**config.mk**
```make
export PLATFORM = sky130hd
export DESIGN_NAME = bolo_line_writer
export DESIGN_NICKNAME = d
export VERILOG_FILES = /design/src/rtl/bolo_line_writer.sv
export SDC_FILE = /design/constraint.sdc
export NUM_CORES = 1
export LEC_CHECK = 0
export ABC_AREA = 1
export BUFFER_PORTS_ARGS = -buffer_cell sky130_fd_sc_hd__buf_2
export CORE_ASPECT_RATIO = 1.2
export CORE_UTILIZATION = 30
export DETAILED_ROUTE_END_ITERATION = 8
export SYNTH_ARGS = -nofsm -noshare
export SYNTH_HDL_FRONTEND = slang
export SYNTH_SLANG_ARGS = --single-unit
```
**constraint.sdc**
```tcl
create_clock -name i_clk -period 1.46 [get_ports i_clk]
set_input_delay 0.219 -clock i_clk [delete_from_list [all_inputs] [get_ports i_clk]]
set_output_delay 0.219 -clock i_clk [all_outputs]
set_load 0.005 [all_outputs]
```
**src/rtl/bolo_line_writer.sv**
```systemverilog
// bolo_line_writer
//   Writer side of the bolometer channel-buffer interface. Splits the serial ADC
//   sample stream of one bolometer line into per-channel buffers (even samples to
//   CAN1 and odd samples to CAN2 in two-channel mode, all samples to CAN1 in
//   single-channel mode). It then holds LINE_READY until the reader acknowledges.
//
// Ports
//   i_clk               system clock, rising edge
//   i_rst               synchronous active-high reset
//   i_adc_data          ADC sample
//   i_adc_valid         i_adc_data valid this cycle
//   i_line_start        one-cycle pulse, start of a bolometer line
//   i_numb_chan         0 = single channel, 1 = two interleaved channels
//   o_wr_data           registered sample to the buffers
//   o_wr_addr           registered write address shared by both buffers
//   o_wr_en_can1        write strobe, channel 1 buffer
//   o_wr_en_can2        write strobe, channel 2 buffer
//   o_line_ready        line complete, buffers owned by the reader
//   i_line_ack          one-cycle pulse from the reader, buffers consumed
//   o_numb_chan_latched channel mode of the current/last line
//   o_overrun           sticky protocol error flag, cleared only by reset

`ifndef ADC_WIDHT
`define ADC_WIDHT 16
`endif

module bolo_line_writer #(
  parameter int unsigned DATA_W       = `ADC_WIDHT,
  parameter int unsigned PIX_PER_CHAN = 64,
  parameter int unsigned ADDR_W       = 6
) (
  input  logic              i_clk,
  input  logic              i_rst,
  input  logic [DATA_W-1:0] i_adc_data,
  input  logic              i_adc_valid,
  input  logic              i_line_start,
  input  logic              i_numb_chan,
  output logic [DATA_W-1:0] o_wr_data,
  output logic [ADDR_W-1:0] o_wr_addr,
  output logic              o_wr_en_can1,
  output logic              o_wr_en_can2,
  output logic              o_line_ready,
  input  logic              i_line_ack,
  output logic              o_numb_chan_latched,
  output logic              o_overrun
);

  localparam int unsigned KW = ADDR_W + 1;

  // Index of the final sample of a line in each mode.
  localparam logic [KW-1:0] LAST_M0 = KW'(PIX_PER_CHAN - 1);
  localparam logic [KW-1:0] LAST_M1 = KW'(2 * PIX_PER_CHAN - 1);

  localparam logic [1:0] S_IDLE = 2'd0;
  localparam logic [1:0] S_FILL = 2'd1;
  localparam logic [1:0] S_DONE = 2'd2;

  logic [1:0]        r_state;
  logic [KW-1:0]     r_k;
  logic              r_mode;
  logic [DATA_W-1:0] r_wr_data;
  logic [ADDR_W-1:0] r_wr_addr;
  logic              r_wr_en_can1;
  logic              r_wr_en_can2;
  logic              r_line_ready;
  logic              r_overrun;

  // A LINE_START during FILL restarts the line in the same cycle, so the sample
  // index and mode used for this cycle's write come from the restart values.
  logic [KW-1:0]     w_k_eff;
  logic              w_mode_eff;
  logic              w_at_end;
  logic [ADDR_W-1:0] w_addr;

  always_comb begin
    w_k_eff    = i_line_start ? '0 : r_k;
    w_mode_eff = i_line_start ? i_numb_chan : r_mode;
    w_at_end   = (w_k_eff == (w_mode_eff ? LAST_M1 : LAST_M0));
    w_addr     = w_mode_eff ? w_k_eff[ADDR_W:1] : w_k_eff[ADDR_W-1:0];
  end

  always_ff @(posedge i_clk) begin
    if (i_rst) begin
      r_state      <= S_IDLE;
      r_k          <= '0;
      r_mode       <= 1'b0;
      r_wr_data    <= '0;
      r_wr_addr    <= '0;
      r_wr_en_can1 <= 1'b0;
      r_wr_en_can2 <= 1'b0;
      r_line_ready <= 1'b0;
      r_overrun    <= 1'b0;
    end else begin
      r_wr_en_can1 <= 1'b0;
      r_wr_en_can2 <= 1'b0;
      case (r_state)
        S_IDLE: begin
          if (i_line_start) begin
            r_state <= S_FILL;
            r_mode  <= i_numb_chan;
            r_k     <= '0;
          end
        end
        S_FILL: begin
          if (i_line_start) begin
            r_overrun <= 1'b1;
            r_mode    <= i_numb_chan;
          end
          if (i_adc_valid) begin
            r_wr_data    <= i_adc_data;
            r_wr_addr    <= w_addr;
            r_wr_en_can1 <= ~w_mode_eff | ~w_k_eff[0];
            r_wr_en_can2 <= w_mode_eff & w_k_eff[0];
            if (w_at_end) begin
              r_state      <= S_DONE;
              r_line_ready <= 1'b1;
              r_k          <= '0;
            end else begin
              r_k <= w_k_eff + 1'b1;
            end
          end else begin
            r_k <= w_k_eff;
          end
        end
        S_DONE: begin
          // Reader still owns the buffers: new data or a new line is an error.
          if (i_adc_valid || i_line_start) begin
            r_overrun <= 1'b1;
          end
          if (i_line_ack) begin
            r_line_ready <= 1'b0;
            r_state      <= S_IDLE;
          end
        end
        default: begin
          r_state <= S_IDLE;
        end
      endcase
    end
  end

  assign o_wr_data           = r_wr_data;
  assign o_wr_addr           = r_wr_addr;
  assign o_wr_en_can1        = r_wr_en_can1;
  assign o_wr_en_can2        = r_wr_en_can2;
  assign o_line_ready        = r_line_ready;
  assign o_numb_chan_latched = r_mode;
  assign o_overrun           = r_overrun;

endmodule

```
== After elaboration in Yosys (flattened, before gate mapping) ==
Cells that the tools add are included.

* Register bits: 36
* Input port bits: 22
* Output and inout bits: 27
* Word-level logic and storage cells: 54

* $add $sub $neg: 1
* Equality and inequality tests: 9
* Multiplexer cells: 19
* Bitwise gates (word level): 6
* Reduce and logical (&&, ||, !) cells: 10

{| class="wikitable"
|+ Operators with widths
! operator !! number
|-
| $mux W7 || 4
|-
| $pmux W7 S2 || 1
|-
| $ne A2 B2 Y1 const B || 6
|-
| $mux W2 || 4
|-
| $reduce_and A4 Y1 || 2
|-
| $add A7 B1 Y7 const B || 1
|-
| $eq A7 B7 Y1 || 1
|-
| $mux W1 || 6
|-
| $mux W6 || 1
|-
| $pmux W2 S3 || 1
|-
| $not A1 Y1 || 4
|-
| $pmux W1 S2 || 2
|-
| $reduce_bool A2 Y1 || 2
|-
| $reduce_and A3 Y1 || 1
|-
| $reduce_or A3 Y1 || 1
|-
| $eq A2 B1 Y1 const B || 1
|-
| $eq A2 B2 Y1 const B || 1
|-
| $logic_not A2 Y1 || 1
|-
| $reduce_and A2 Y1 || 1
|-
| $reduce_or A2 Y1 || 1
|-
| $and A1 B1 Y1 || 1
|-
| $logic_or A1 B1 Y1 || 1
|-
| $or A1 B1 Y1 || 1
|}

== Logic depth before layout (Yosys ltp) ==
* Depth in word-level cells: 6
* Depth in mapped cells: 13
* Gate-level depth less buffers: 12

== Worst setup path after synthesis ==
No wires, ideal clock.

* Path type: register -> register
* From: register r_state[1]
* To: register r_k[4]
* Setup time: 123 ps
* Data arrival time: 1320 ps
* Data required time: 1337 ps
* Path slack: 16 ps
* Cell stages (with the launch flop): 9
* Path buffers: 2
* Period minus slack after synthesis: 1444 ps
* Cells stage by stage: dfxtp_1 -> inv_1 -> ha_1 -> buf_6 -> nor2_1 -> inv_1 -> buf_2 -> o21ai_0 -> a31oi_1

* Cells in the longest elaborated chain, start to end: 2
* Elaborated cells on any way between the ends: 4
* Classes of those cells: eq/ne (1); mux (1); reduce/logical (2)

{| class="wikitable"
|+ Ends and longest elaborated chain
! element !! RTL line !! text
|-
| start, declared || 58 || <nowiki>logic [1:0] r_state;</nowiki>
|-
| start signal, assigned || 84 || <nowiki>r_state <= S_IDLE;</nowiki>
|-
| start signal, assigned || 99 || <nowiki>r_state <= S_FILL;</nowiki>
|-
| start signal, assigned || 115 || <nowiki>r_state <= S_DONE;</nowiki>
|-
| $eq A2 B1 Y1 / $logic_not A2 Y1 (equally long branches) || 96 || <nowiki>case (r_state)</nowiki>
|-
| $pmux W7 S2 / $reduce_bool A2 Y1 (equally long branches) || n/a ||
|-
| end signal, assigned || 119 || <nowiki>r_k <= w_k_eff + 1'b1;</nowiki>
|-
| end signal, assigned || 122 || <nowiki>r_k <= w_k_eff;</nowiki>
|-
| end, declared || 59 || <nowiki>logic [KW-1:0] r_k;</nowiki>
|}

Several ways; a longest one is shown, not always the timed one.
A chain may end at the register's enable or synchronous reset.

== Worst setup path after layout ==
* From: register r_k[1]
* To: register r_state[1]

* Cells in the longest elaborated chain, start to end: 4

{| class="wikitable"
|+ Ends and longest elaborated chain
! element !! RTL line !! text
|-
| $mux W7 || n/a ||
|-
| $eq A7 B7 Y1 || 78 || <nowiki>w_at_end = (w_k_eff == (w_mode_eff ? LAST_M1 : LAST_M0));</nowiki>
|-
| $ne A2 B2 Y1 (no line) || n/a ||
|-
| $reduce_and A4 Y1 (no line) || n/a ||
|}

Every way passes these cells.

==> Implementation_results.wiki <==
{| class="wikitable"
! Metric !! Value
|-
| H-tree levels || 2
|-
| Max_cap viols || 0
|-
| Clock Sink Count || 36
|-
| Row count || 30
|-
| Net Sw Power || 1.59 mW
|-
| Global-route wire length before repair || 7.30 mm
|-
| Sequential share of the synthesized area || 40.8%
|-
| Library cell contributing the largest single delay on the critical path || sky130_fd_sc_hd__dfxtp_2
|-
| Setup repair after global routing missed its margin || true
|-
| Total GRT Usage || 15.1%
|-
| Final period util || 96.7%
|-
| Worst path required time || 1.69 ns
|-
| Count of pins over their slew limit || 0
|-
| Clock buffer count from CTS || 5
|-
| Synth Register Bits || 36
|-
| Initial core utilization || 31.1%
|-
| Pre-Repair DR Iteration Count || 4
|-
| Synth-to-Final Area Change || 35.3%
|-
| DR vias || 1759
|-
| Clock Power Share || 18.4%
|-
| Setup Skew || 0.00780 ns
|-
| Post-synth design cell area || 0.00177 mm²
|-
| Fraction of final layout cells sized beyond drive strength 1 || 34.5%
|-
| Number of endpoints failing setup at the final stage || 0
|-
| Final Critical Period || 1.41 ns
|-
| Critical path cell sequence || inv_2 -> nor2_4 -> ha_4 -> nand4_4 -> nor2_4 -> nand2_4 -> nand2_4 -> nand3_2 -> nand2_1 -> inv_1 -> nor2_1
|-
| Sum of net half-perimeters after detailed placement || 3.22 mm
|-
| Design Power || 4.09 mW
|-
| DRC errors left || 0
|-
| Transition time at the pin with the least slew margin || 0.241 ns
|-
| Final ANT Viol Nets || 0
|-
| Clock transition time at the flip-flop clock pins of the worst setup and hold paths || 0.07 ns
|-
| Leakage power summed over all cells || 1.19 nW
|-
| Worst rel slew slack || 83.9%
|-
| Core area || 0.00567 mm²
|-
| XOR/XNOR Fraction of Synth Area || 0%
|-
| Die extent in y || 86.0 µm
|-
| Combinational Power Share || 44.8%
|-
| GP Congestion || 0.879
|-
| Count of unique library cells instantiated by Yosys || 29
|-
| Switching share of power || 38.9%
|-
| Largest net degree at the start of global routing || 21
|-
| Class of the tightest hold or removal check || in2reg
|-
| Pwr per Cell Area || 1710 mW/mm²
|-
| Die area || 0.00620 mm²
|-
| Design area || 0.00239 mm²
|-
| Placed instance area || 0.00218 mm²
|-
| Synth Area in Adders || 4.25%
|-
| CP endpoint kind || register
|-
| Global route overflow || 0
|-
| Delay contributed by the slowest stage of the critical path || 0.34 ns
|-
| Cell at the root of the clock tree || sky130_fd_sc_hd__clkbuf_8
|-
| Arrival time of data at the critical path endpoint || 1.64 ns
|-
| Count of port buffers added during placement || 48
|-
| Horizontal die dimension || 72.0 µm
|-
| Util after Layout || 42.1%
|-
| Number of nets in the layout || 338
|-
| Clock latency of the later-clocked register in the worst-skew pair || 0.29 ns
|-
| Sequential power share || 36.8%
|-
| Vias per std cell || 4.51
|-
| Hold_buf cts || 0
|-
| Vias in the first global route || 1656
|-
| Maximum frequency from static timing analysis || 0.708 GHz
|-
| Status || finished, final reports clean
|-
| Gate count of the mapped netlist || 241
|-
| Portion of netlist area occupied by mux cells || 0%
|-
| Detailed Route Iter0 Violations || 70
|-
| Diodes inserted || 0
|-
| Routed WL || 4.40 mm
|-
| Most frequent cells in the layout || sky130_fd_sc_hd__buf_2 (48), sky130_fd_sc_hd__nor2_1 (43), sky130_fd_sc_hd__dfxtp_1 (33)
|-
| Mapped Nets || 269
|-
| Crit Path Category || reg2reg
|-
| Most common cell after layout, fill and taps aside || sky130_fd_sc_hd__buf_2
|-
| Number of antenna violations at the first check in global routing || 0
|-
| Synthesized-area fraction occupied by and/or/nand/nor cells || 26.4%
|-
| Max VDD drop || 880 µV
|-
| Largest family of logic cells by synthesized area || simple AND/OR/NAND/NOR gates
|-
| I/O pin cnt || 49
|-
| Average wire per cell in the routed design || 11.3 µm
|-
| Largest buffer count on any clock path || 2
|-
| CTS tree || built
|-
| Filler Cell Count || 578
|-
| Critical path fanouts, max || 6
|-
| Count of synthesis-stage warnings from yosys || 0
|-
| Internal power contribution || 2.50 mW
|-
| Post-synthesis area per instance || 7.33 µm²
|-
| Compound-Gate Fraction of Synth Area || 17.0%
|-
| Setup crit start kind || register
|-
| Hold violation count in the final report || 0
|}
## worst max-delay path: cells and delay by family, from the launching register on
family	cells	cell delay, ns
and+or+nand+nor	8	0.76
DFF	1	0.34
adders and majority gates	1	0.17
buffers and inverters	2	0.08
## power groups by stage
stage	Clock (mW)	Combinational [mW]	Sequential, mW
after floorplan	0	1.10	1.49
after global placement	0	1.71	1.50
after detailed placement	0	1.73	1.50
after CTS	0.794	1.76	1.50
after global routing	0.831	2.10	1.54
final	0.753	1.84	1.51
## registers in the layout (all words and copies together) (netlist names)
signal / flops
o_wr_en_can1: 1
o_wr_en_can2: 1
o_numb_chan_latched: 1
o_line_ready: 1
o_wr_data: 16
r_state: 2
r_k: 7
o_overrun: 1
o_wr_addr: 6
## through the flow
step | worst slack (ns) | std cells | setup TNS, ns | hold slack (ns)
global route | -0.0325 | 390 | -0.0884 | 0.177
floorplan | 0.0163 | 241 | 0 | 0.288
global placement | -0.0789 | 377 | -0.333 | 0.444
finish | 0.0478 | 390 | 0 | 0.175
CTS | -0.0301 | 388 | -0.0384 | 0.169
detailed placement | -0.125 | 377 | -0.468 | 0.441
## cells by family after synthesis
family                   after synthesis
AND/OR/NAND/NOR                      100
AO/OA/AOI/OAI                         54
buffers and inverters                 45
flip-flops                            36
adder cells (fa/ha/maj)                6
## synthesized netlist by cell type
library cell               instances  area [µm²]
sky130_fd_sc_hd__a31oi_1           3        18.8
sky130_fd_sc_hd__nand3b_1          1        7.51
sky130_fd_sc_hd__nand2_2           3        18.8
sky130_fd_sc_hd__buf_1             1        3.75
sky130_fd_sc_hd__buf_2             3        15.0
sky130_fd_sc_hd__nand2_4           4        45.0
sky130_fd_sc_hd__o21ai_0          32         160
sky130_fd_sc_hd__inv_2             2        7.51
sky130_fd_sc_hd__inv_1            30         113
sky130_fd_sc_hd__o211ai_1          5        37.5
sky130_fd_sc_hd__a21oi_1          10        50.1
sky130_fd_sc_hd__nand2_1          27         101
sky130_fd_sc_hd__nor3_1            2        10.0
sky130_fd_sc_hd__dfxtp_1          36         721
sky130_fd_sc_hd__inv_8             1        11.3
sky130_fd_sc_hd__nor4_1            1        6.26
sky130_fd_sc_hd__nand4_1           4        25.0
sky130_fd_sc_hd__o21bai_1          1        7.51
sky130_fd_sc_hd__nand3_1          10        50.1
sky130_fd_sc_hd__clkbuf_1          4        15.0
sky130_fd_sc_hd__buf_4             1        7.51
sky130_fd_sc_hd__clkbuf_4          1        7.51
sky130_fd_sc_hd__o221ai_1          3        26.3
sky130_fd_sc_hd__buf_6             2        22.5
sky130_fd_sc_hd__nand3_2           1        10.0
sky130_fd_sc_hd__ha_1              6        75.1
sky130_fd_sc_hd__nor2_4            1        11.3
sky130_fd_sc_hd__nor2_1           45         169
sky130_fd_sc_hd__nand4_2           1        12.5
## repair_timing
item	CTS	global route
resized for setup	7	19
gates cloned	0	1
endpoints found under the setup margin	25	33
setup buffers	4	1
pin swaps	9	7
hold endpoints to repair	0	0
## worst paths after layout
| path | startpoint | end | slack (ns) | depth (start not counted) |
|---|---|---|---|---|
| setup / recovery | r_k[1]$_SDFFE_PP0P_ | r_state[1]$_SDFFE_PP0P_ | 0.05 | 11 |
| hold / removal | i_rst | o_overrun$_SDFFE_PP0P_ | 0.17 | 2 |
| setup reg to reg | r_k[1]$_SDFFE_PP0P_ | r_state[1]$_SDFFE_PP0P_ | 0.05 | 11 |
| hold reg to reg | o_overrun$_SDFFE_PP0P_ | o_overrun$_SDFFE_PP0P_ | 0.45 | 2 |
## per-layer routing
metal  wire (µm)  up-vias  track usage (%)  part of all wire [%]
met4          67        0             5.70                   1.5
met5           0        -                0                     0
met3         235        8             4.11                   5.3
met2        2190       50             27.1                    50
met1        1910      778             16.9                    43
li1            -      923                -                     -
## cell type report
class	instances	area (µm²)	area share, %
Tap cell	80	100	4.19
Multi-Input combinational cell	160	891	37.3
Timing Repair inverter	1	5.00	0.210
Timing Repair Buffer	73	435	18.2
Sequential cell	36	724	30.3
Inverter	33	136	5.71
Clock buffer	7	96.3	4.03
Power figures use the tool's default switching activity.
